## config.mk

```make
export PLATFORM = sky130hd
export DESIGN_NAME = watch_button_controller
export DESIGN_NICKNAME = d
export VERILOG_FILES = /design/src/rtl/watch_pkg.sv /design/src/rtl/button_debouncer.sv /design/src/rtl/watch_button_controller.sv
export SDC_FILE = /design/constraint.sdc
export NUM_CORES = 1
export LEC_CHECK = 0
export CAP_MARGIN = 30
export CORE_AREA = 3 3 91 76
export CTS_CLUSTER_DIAMETER = 40
export DETAILED_ROUTE_END_ITERATION = 10
export DIE_AREA = 0 0 94 79
export PLACE_DENSITY = 0.84
export SYNTH_ARGS = -nofsm -noshare
export SYNTH_HDL_FRONTEND = slang
export SYNTH_SLANG_ARGS = --single-unit
export TNS_END_PERCENT = 10
```

## constraint.sdc

```tcl
create_clock -name clk -period 4.2 [get_ports clk]
set_input_delay 0.42 -clock clk [delete_from_list [all_inputs] [get_ports clk]]
set_output_delay 0.42 -clock clk [all_outputs]
set_load 0.01 [all_outputs]
```

## src/rtl/watch_pkg.sv

```systemverilog
// Shared constants and helpers for the smartwatch front-panel controller.
package watch_pkg;

    localparam int unsigned MODE_W          = 3;
    localparam int unsigned HOUR_W          = 5;
    localparam int unsigned MIN_W           = 6;
    localparam int unsigned SEC_W           = 6;
    localparam int unsigned DEBOUNCE_CYCLES = 4;
    localparam int unsigned DB_CNT_W        = 3;

    localparam int unsigned HOUR_MAX = 23;
    localparam int unsigned MIN_MAX  = 59;
    localparam int unsigned SEC_MAX  = 59;

    localparam logic [2:0] RUN     = 3'd0;
    localparam logic [2:0] SET_HR  = 3'd1;
    localparam logic [2:0] SET_MIN = 3'd2;
    localparam logic [2:0] SET_SEC = 3'd3;
    localparam logic [2:0] ALM_HR  = 3'd4;
    localparam logic [2:0] ALM_MIN = 3'd5;

    // Up/down step with wrap-around between 0 and max; up has no priority issue
    // because callers never assert both.
    function automatic logic [5:0] wrap_step(input logic [5:0] v, input logic [5:0] max,
                                             input logic up, input logic dn);
        logic [5:0] r;
        r = v;
        if (up)
            r = (v == max) ? 6'd0 : v + 6'd1;
        else if (dn)
            r = (v == 6'd0) ? max : v - 6'd1;
        return r;
    endfunction

endpackage

```

## src/rtl/button_debouncer.sv

```systemverilog
// Two-flop synchroniser, stability counter and rising-edge press pulse for one button.
module button_debouncer
    import watch_pkg::*;
#(
    parameter int unsigned CYCLES = DEBOUNCE_CYCLES,
    parameter int unsigned CNT_W  = DB_CNT_W
) (
    input  logic clk,
    input  logic reset,
    input  logic btn,
    output logic press
);

    logic             sync1;
    logic             sync2;
    logic             level;
    logic             level_d;
    logic [CNT_W-1:0] cnt;

    // The counter only runs while the synchronised input disagrees with the accepted level.
    always_ff @(posedge clk) begin
        if (!reset) begin
            sync1   <= 1'b0;
            sync2   <= 1'b0;
            level   <= 1'b0;
            level_d <= 1'b0;
            cnt     <= '0;
            press   <= 1'b0;
        end else begin
            sync1   <= btn;
            sync2   <= sync1;
            level_d <= level;
            press   <= level & ~level_d;
            if (sync2 == level) begin
                cnt <= '0;
            end else if (cnt == CNT_W'(CYCLES - 1)) begin
                level <= sync2;
                cnt   <= '0;
            end else begin
                cnt <= cnt + CNT_W'(1);
            end
        end
    end

endmodule

```

## src/rtl/watch_button_controller.sv

```systemverilog
// Front-panel input stage: debounced buttons drive the mode FSM, time/alarm
// setting registers and stopwatch controls.
module watch_button_controller
    import watch_pkg::*;
(
    input  logic       clk,
    input  logic       reset,
    input  logic       btn_mode,
    input  logic       btn_inc,
    input  logic       btn_dec,
    output logic [2:0] mode,
    output logic [4:0] hours_initial,
    output logic [5:0] minutes_initial,
    output logic [5:0] seconds_initial,
    output logic       load_time,
    output logic [4:0] alarm_hours,
    output logic [5:0] alarm_minutes,
    output logic       start_stopwatch,
    output logic       reset_stopwatch
);

    logic mode_press;
    logic inc_press;
    logic dec_press;
    logic up;
    logic dn;

    logic [2:0] state_next;
    logic [4:0] hours_next;
    logic [5:0] minutes_next;
    logic [5:0] seconds_next;
    logic [4:0] alarm_hours_next;
    logic [5:0] alarm_minutes_next;
    logic       load_next;
    logic       start_next;
    logic       clear_next;

    button_debouncer u_db_mode (.clk(clk), .reset(reset), .btn(btn_mode), .press(mode_press));
    button_debouncer u_db_inc  (.clk(clk), .reset(reset), .btn(btn_inc),  .press(inc_press));
    button_debouncer u_db_dec  (.clk(clk), .reset(reset), .btn(btn_dec),  .press(dec_press));

    // A mode press masks edits; inc and dec together cancel.
    assign up = inc_press & ~dec_press & ~mode_press;
    assign dn = dec_press & ~inc_press & ~mode_press;

    always_ff @(posedge clk) begin
        if (!reset) begin
            mode            <= RUN;
            hours_initial   <= '0;
            minutes_initial <= '0;
            seconds_initial <= '0;
            alarm_hours     <= '0;
            alarm_minutes   <= '0;
            load_time       <= 1'b0;
            start_stopwatch <= 1'b0;
            reset_stopwatch <= 1'b0;
        end else begin
            mode            <= state_next;
            hours_initial   <= hours_next;
            minutes_initial <= minutes_next;
            seconds_initial <= seconds_next;
            alarm_hours     <= alarm_hours_next;
            alarm_minutes   <= alarm_minutes_next;
            load_time       <= load_next;
            start_stopwatch <= start_next;
            reset_stopwatch <= clear_next;
        end
    end

    always_comb begin
        state_next         = mode;
        hours_next         = hours_initial;
        minutes_next       = minutes_initial;
        seconds_next       = seconds_initial;
        alarm_hours_next   = alarm_hours;
        alarm_minutes_next = alarm_minutes;
        load_next          = 1'b0;
        start_next         = start_stopwatch;
        clear_next         = 1'b0;

        if (mode_press) begin
            case (mode)
                RUN:     state_next = SET_HR;
                SET_HR:  state_next = SET_MIN;
                SET_MIN: state_next = SET_SEC;
                SET_SEC: begin
                    state_next = ALM_HR;
                    load_next  = 1'b1;
                end
                ALM_HR:  state_next = ALM_MIN;
                default: state_next = RUN;
            endcase
        end else begin
            case (mode)
                RUN: begin
                    if (up)
                        start_next = ~start_stopwatch;
                    if (dn) begin
                        start_next = 1'b0;
                        clear_next = 1'b1;
                    end
                end
                SET_HR:  hours_next = HOUR_W'(wrap_step(6'(hours_initial), 6'(HOUR_MAX), up, dn));
                SET_MIN: minutes_next = wrap_step(minutes_initial, 6'(MIN_MAX), up, dn);
                SET_SEC: seconds_next = wrap_step(seconds_initial, 6'(SEC_MAX), up, dn);
                ALM_HR:  alarm_hours_next = HOUR_W'(wrap_step(6'(alarm_hours), 6'(HOUR_MAX), up, dn));
                ALM_MIN: alarm_minutes_next = wrap_step(alarm_minutes, 6'(MIN_MAX), up, dn);
                default: state_next = RUN;
            endcase
        end
    end

endmodule
```

==> flow_metrics.py <==
metrics = {
    "outcome": {
        "run_status": "finished, final reports clean",
    },
    "floorplanning": {
        "floorplan.die_area_mm2": 0.00743,
        "die_width_um": 94,
        "placementRows": 25,
        "floorplan.die.height_um": 79,
        "core_mm2": 0.00594,
        "design.portCount": 39,
        "initial_utilization": 0.555,
    },
    "setup_path": {
        "worst_setup_path_start_kind": "flip-flop",
        "timing.critical_path.buf_inv": 1,
        "endpoint_kind": "flip-flop",
        "required_ps": 4430,
        "reg2reg_from": "u_db_inc.press$_SDFF_PN0_",
        "slowest_delay_ps": 910,
        "timing.critical_path.slowest_stage_cell": "sky130_fd_sc_hd__nor3b_4",
        "crit_start": "u_db_inc.press$_SDFF_PN0_",
        "path_delay_family": "simple AND/OR/NAND/NOR gates",
        "critical_path.max_fanout": 24,
        "crit_path_cell_trace": "nor3b_4 > buf_4 > nand4_1 > nand3_1 > o31ai_1 > a31o_2",
        "critPathKind": "reg2reg",
        "cp_data_arrival_time_ps": 2720,
    },
    "grt": {
        "overflow": 0,
        "initial_antenna_violation_count": 0,
        "grt_max_degree": 33,
        "vias_in_the_first_global_route": 2713,
        "grt.total_usage": 0.206,
        "grt_first_pass_wirelength_mm": 12.3,
    },
    "synthesis": {
        "complex_gate_fraction_of_the_synthesized_area": 0.194,
        "synth.mux.area_fraction": 0.0224,
        "proportion_of_register_bits_with_asynchronous_set_or_reset_after_synthesis": 0,
        "synth_top_area_frac": 0.352,
        "dominant_combinational_cell_family_by_area_after_synthesis": "simple AND/OR/NAND/NOR gates",
        "synth_flop_cell": "sky130_fd_sc_hd__dfxtp_1",
        "yosysSeqAreaShare": 0.352,
        "syn-instance-count": 409,
        "number_of_synthesized_flops_with_an_enable_pin": 0,
        "synthAdderAreaFrac": 0.0721,
        "synth-xor-area-share": 0.0562,
        "yosysWarnings": 0,
        "syn-cell-area_mm2": 0.00330,
        "synth-seq-cells": 58,
        "syn_avg_cell_area_um2": 8.06,
        "synthesized_area_fraction_occupied_by_and_or_nand_nor_cells": 0.232,
        "synth.distinct_cells": 55,
        "synth_top_cells_by_count": "sky130_fd_sc_hd__dfxtp_1 (58), sky130_fd_sc_hd__nand2_1 (38), sky130_fd_sc_hd__a21oi_1 (36)",
        "synth_nets": 433,
        "post-synth-top-count-cell": "sky130_fd_sc_hd__dfxtp_1",
        "synth_area_leaders": "sky130_fd_sc_hd__dfxtp_1 (35%), sky130_fd_sc_hd__ha_1 (7.2%), sky130_fd_sc_hd__a21oi_1 (5.5%)",
        "post-synth-top-area-cell": "sky130_fd_sc_hd__dfxtp_1",
    },
    "final_layout": {
        "final_net_count": 453,
        "area_growth_pct": 16.7,
        "layout-drive-gt1-share": 0.0600,
        "antenna_cells_inserted": 0,
        "utilization": 0.647,
    },
    "clocking": {
        "cts_setup_buffers": 0,
        "cts_htree_levels": 3,
        "clk-insertion-delay-late_ps": 340,
        "clk_root_buffer_cell": "sky130_fd_sc_hd__clkbuf_8",
        "cts_made_buffers": 9,
        "tritoncts": "built",
        "cts_hold_repair.buffers": 0,
        "resized_after_cts": 0,
        "path_clk_slew_ps": 60,
        "cts-root-to-sink-buffers": 2,
        "cts.sink_count": 58,
    },
    "sta": {
        "hold-worst-slack_ps": 388,
        "fin_crit_sh": 0.592,
        "timing.final.crit_period_ps": 2490,
        "number_of_hold_slack_violations_in_the_final_timing_report": 0,
        "drv_slew": 0,
        "worst_clock_skew_on_the_final_layout_ps": 3.39,
        "max-slew-margin-rel": 0.322,
        "setup_viol_count_final": 0,
        "final.setup.tns_ps": 0,
        "unrepaired_setup_endpoints_after_global_routing": "no",
        "fmax_mhz": 402,
        "tightestPinTransition_ps": 1020,
    },
    "routing": {
        "avgViaCountPerCell": 5.78,
        "routed-via-count": 2971,
        "number_of_search_and_repair_iterations_in_the_first_detailed_routing_pass": 7,
        "post_drt_wl_per_cell_um": 13.8,
        "drtIter0Drc": 240,
        "post-route-drc-count": 0,
        "route.final.wire_length_mm": 7.11,
        "postRouteAntennaNets": 0,
    },
    "worst_hold_path": {
        "hold_class": "reg2reg",
        "hold_path.startpoint": "u_db_mode.level_d$_SDFF_PN0_",
    },
    "placement": {
        "placement.io_buffers": 38,
        "gp_routability_congestion": 0.906,
        "detailed_place_hpwl_mm": 4.94,
    },
    "run": {
        "maxCapViolCount": 0,
    },
    "power": {
        "worst_ir_drop_vdd_mv": 0.140,
        "power_leakage_nw": 1.39,
        "pwrdens_mw_per_mm2": 288,
    },
}
stage by stage:
step                      std cells  cell area (µm²)  setup slack (ps)  total power [W]
final                           514             3850              1710          0.00111
after CTS                       514             3850              1750          0.00112
after floorplan                 409             3300              2520         0.000587
after global placement          499             3640              1580         0.000595
after detailed placement        499             3640              1540         0.000596
after global routing            514             3850              1480          0.00114
flip-flops by register name, summed over array words and instances, names as in the netlist, 3 cells and up:
| name | flops |
|---|---|
| alarm_minutes | 6 |
| alarm_hours | 5 |
| seconds_initial | 6 |
| u_db_inc.cnt | 3 |
| hours_initial | 5 |
| u_db_mode.cnt | 3 |
| u_db_dec.cnt | 3 |
| minutes_initial | 6 |
| mode | 3 |
routing by layer:
metal	up-vias	GRT usage	wire, µm
li1	1476	-	-
met1	1343	0.273	3230
met2	135	0.320	3170
met3	17	0.0587	584
met4	0	0.0750	129
met5	-	0	0
power by group:
| group | internal, W | switching (W) | total (W) |
|---|---|---|---|
| clock | 0.000318 | 0.000205 | 0.000523 |
| sequential | 0.000555 | 0.00000337 | 0.000558 |
| combinational | 0.0000124 | 0.0000137 | 0.0000260 |
final cells by class:
type | count | area [µm²]
Fill cell | 501 | 2100
Multi-Input combinational cell | 298 | 1910
Clock inverter | 2 | 35.0
Sequential cell | 58 | 1160
Clock buffer | 13 | 169
Tap cell | 81 | 101
Timing Repair Buffer | 39 | 388
Inverter | 23 | 86.3
placed cells by master (no fill, tap or decap), drive strengths merged, types with 4 or more instances in the layout:
| cell | Yosys | final |
|---|---|---|
| clkdlybuf4s50 | 0 | 38 |
| xnor2 | 13 | 13 |
| a31oi | 10 | 10 |
| or3 | 4 | 4 |
| dfxtp | 58 | 58 |
| ha | 19 | 19 |
| clkbuf | 13 | 13 |
| nor3 | 13 | 13 |
| nor2 | 35 | 35 |
| mux2i | 4 | 4 |
| nor2b | 6 | 6 |
| o21ai | 17 | 17 |
| a21o | 4 | 4 |
| a211oi | 9 | 9 |
| and3 | 5 | 5 |
| and2 | 11 | 11 |
| nand3 | 21 | 21 |
| xor2 | 6 | 6 |
| inv | 23 | 23 |
| a21oi | 36 | 36 |
| nand4 | 4 | 4 |
| nand2 | 38 | 38 |
| o211ai | 4 | 4 |
final timing paths:
path / endpoint / slack [ps] / depth (start not counted)
hold reg to reg: u_db_mode.press$_SDFF_PN0_ / 390 / 1
setup / recovery: seconds_initial[4]$_SDFFE_PN0P_ / 1710 / 6
setup reg to reg: seconds_initial[4]$_SDFFE_PN0P_ / 1710 / 6
hold / removal: u_db_mode.press$_SDFF_PN0_ / 390 / 1
logic make-up after synthesis:
group,after synthesis
AOI/OAI and AO/OA,102
xor gates and xnor gates,19
adders and majority gates,19
buffers and inverters,53
DFF,58
muxes,7
and+or+nand+nor,151
(Power assumes the default switching activity.)
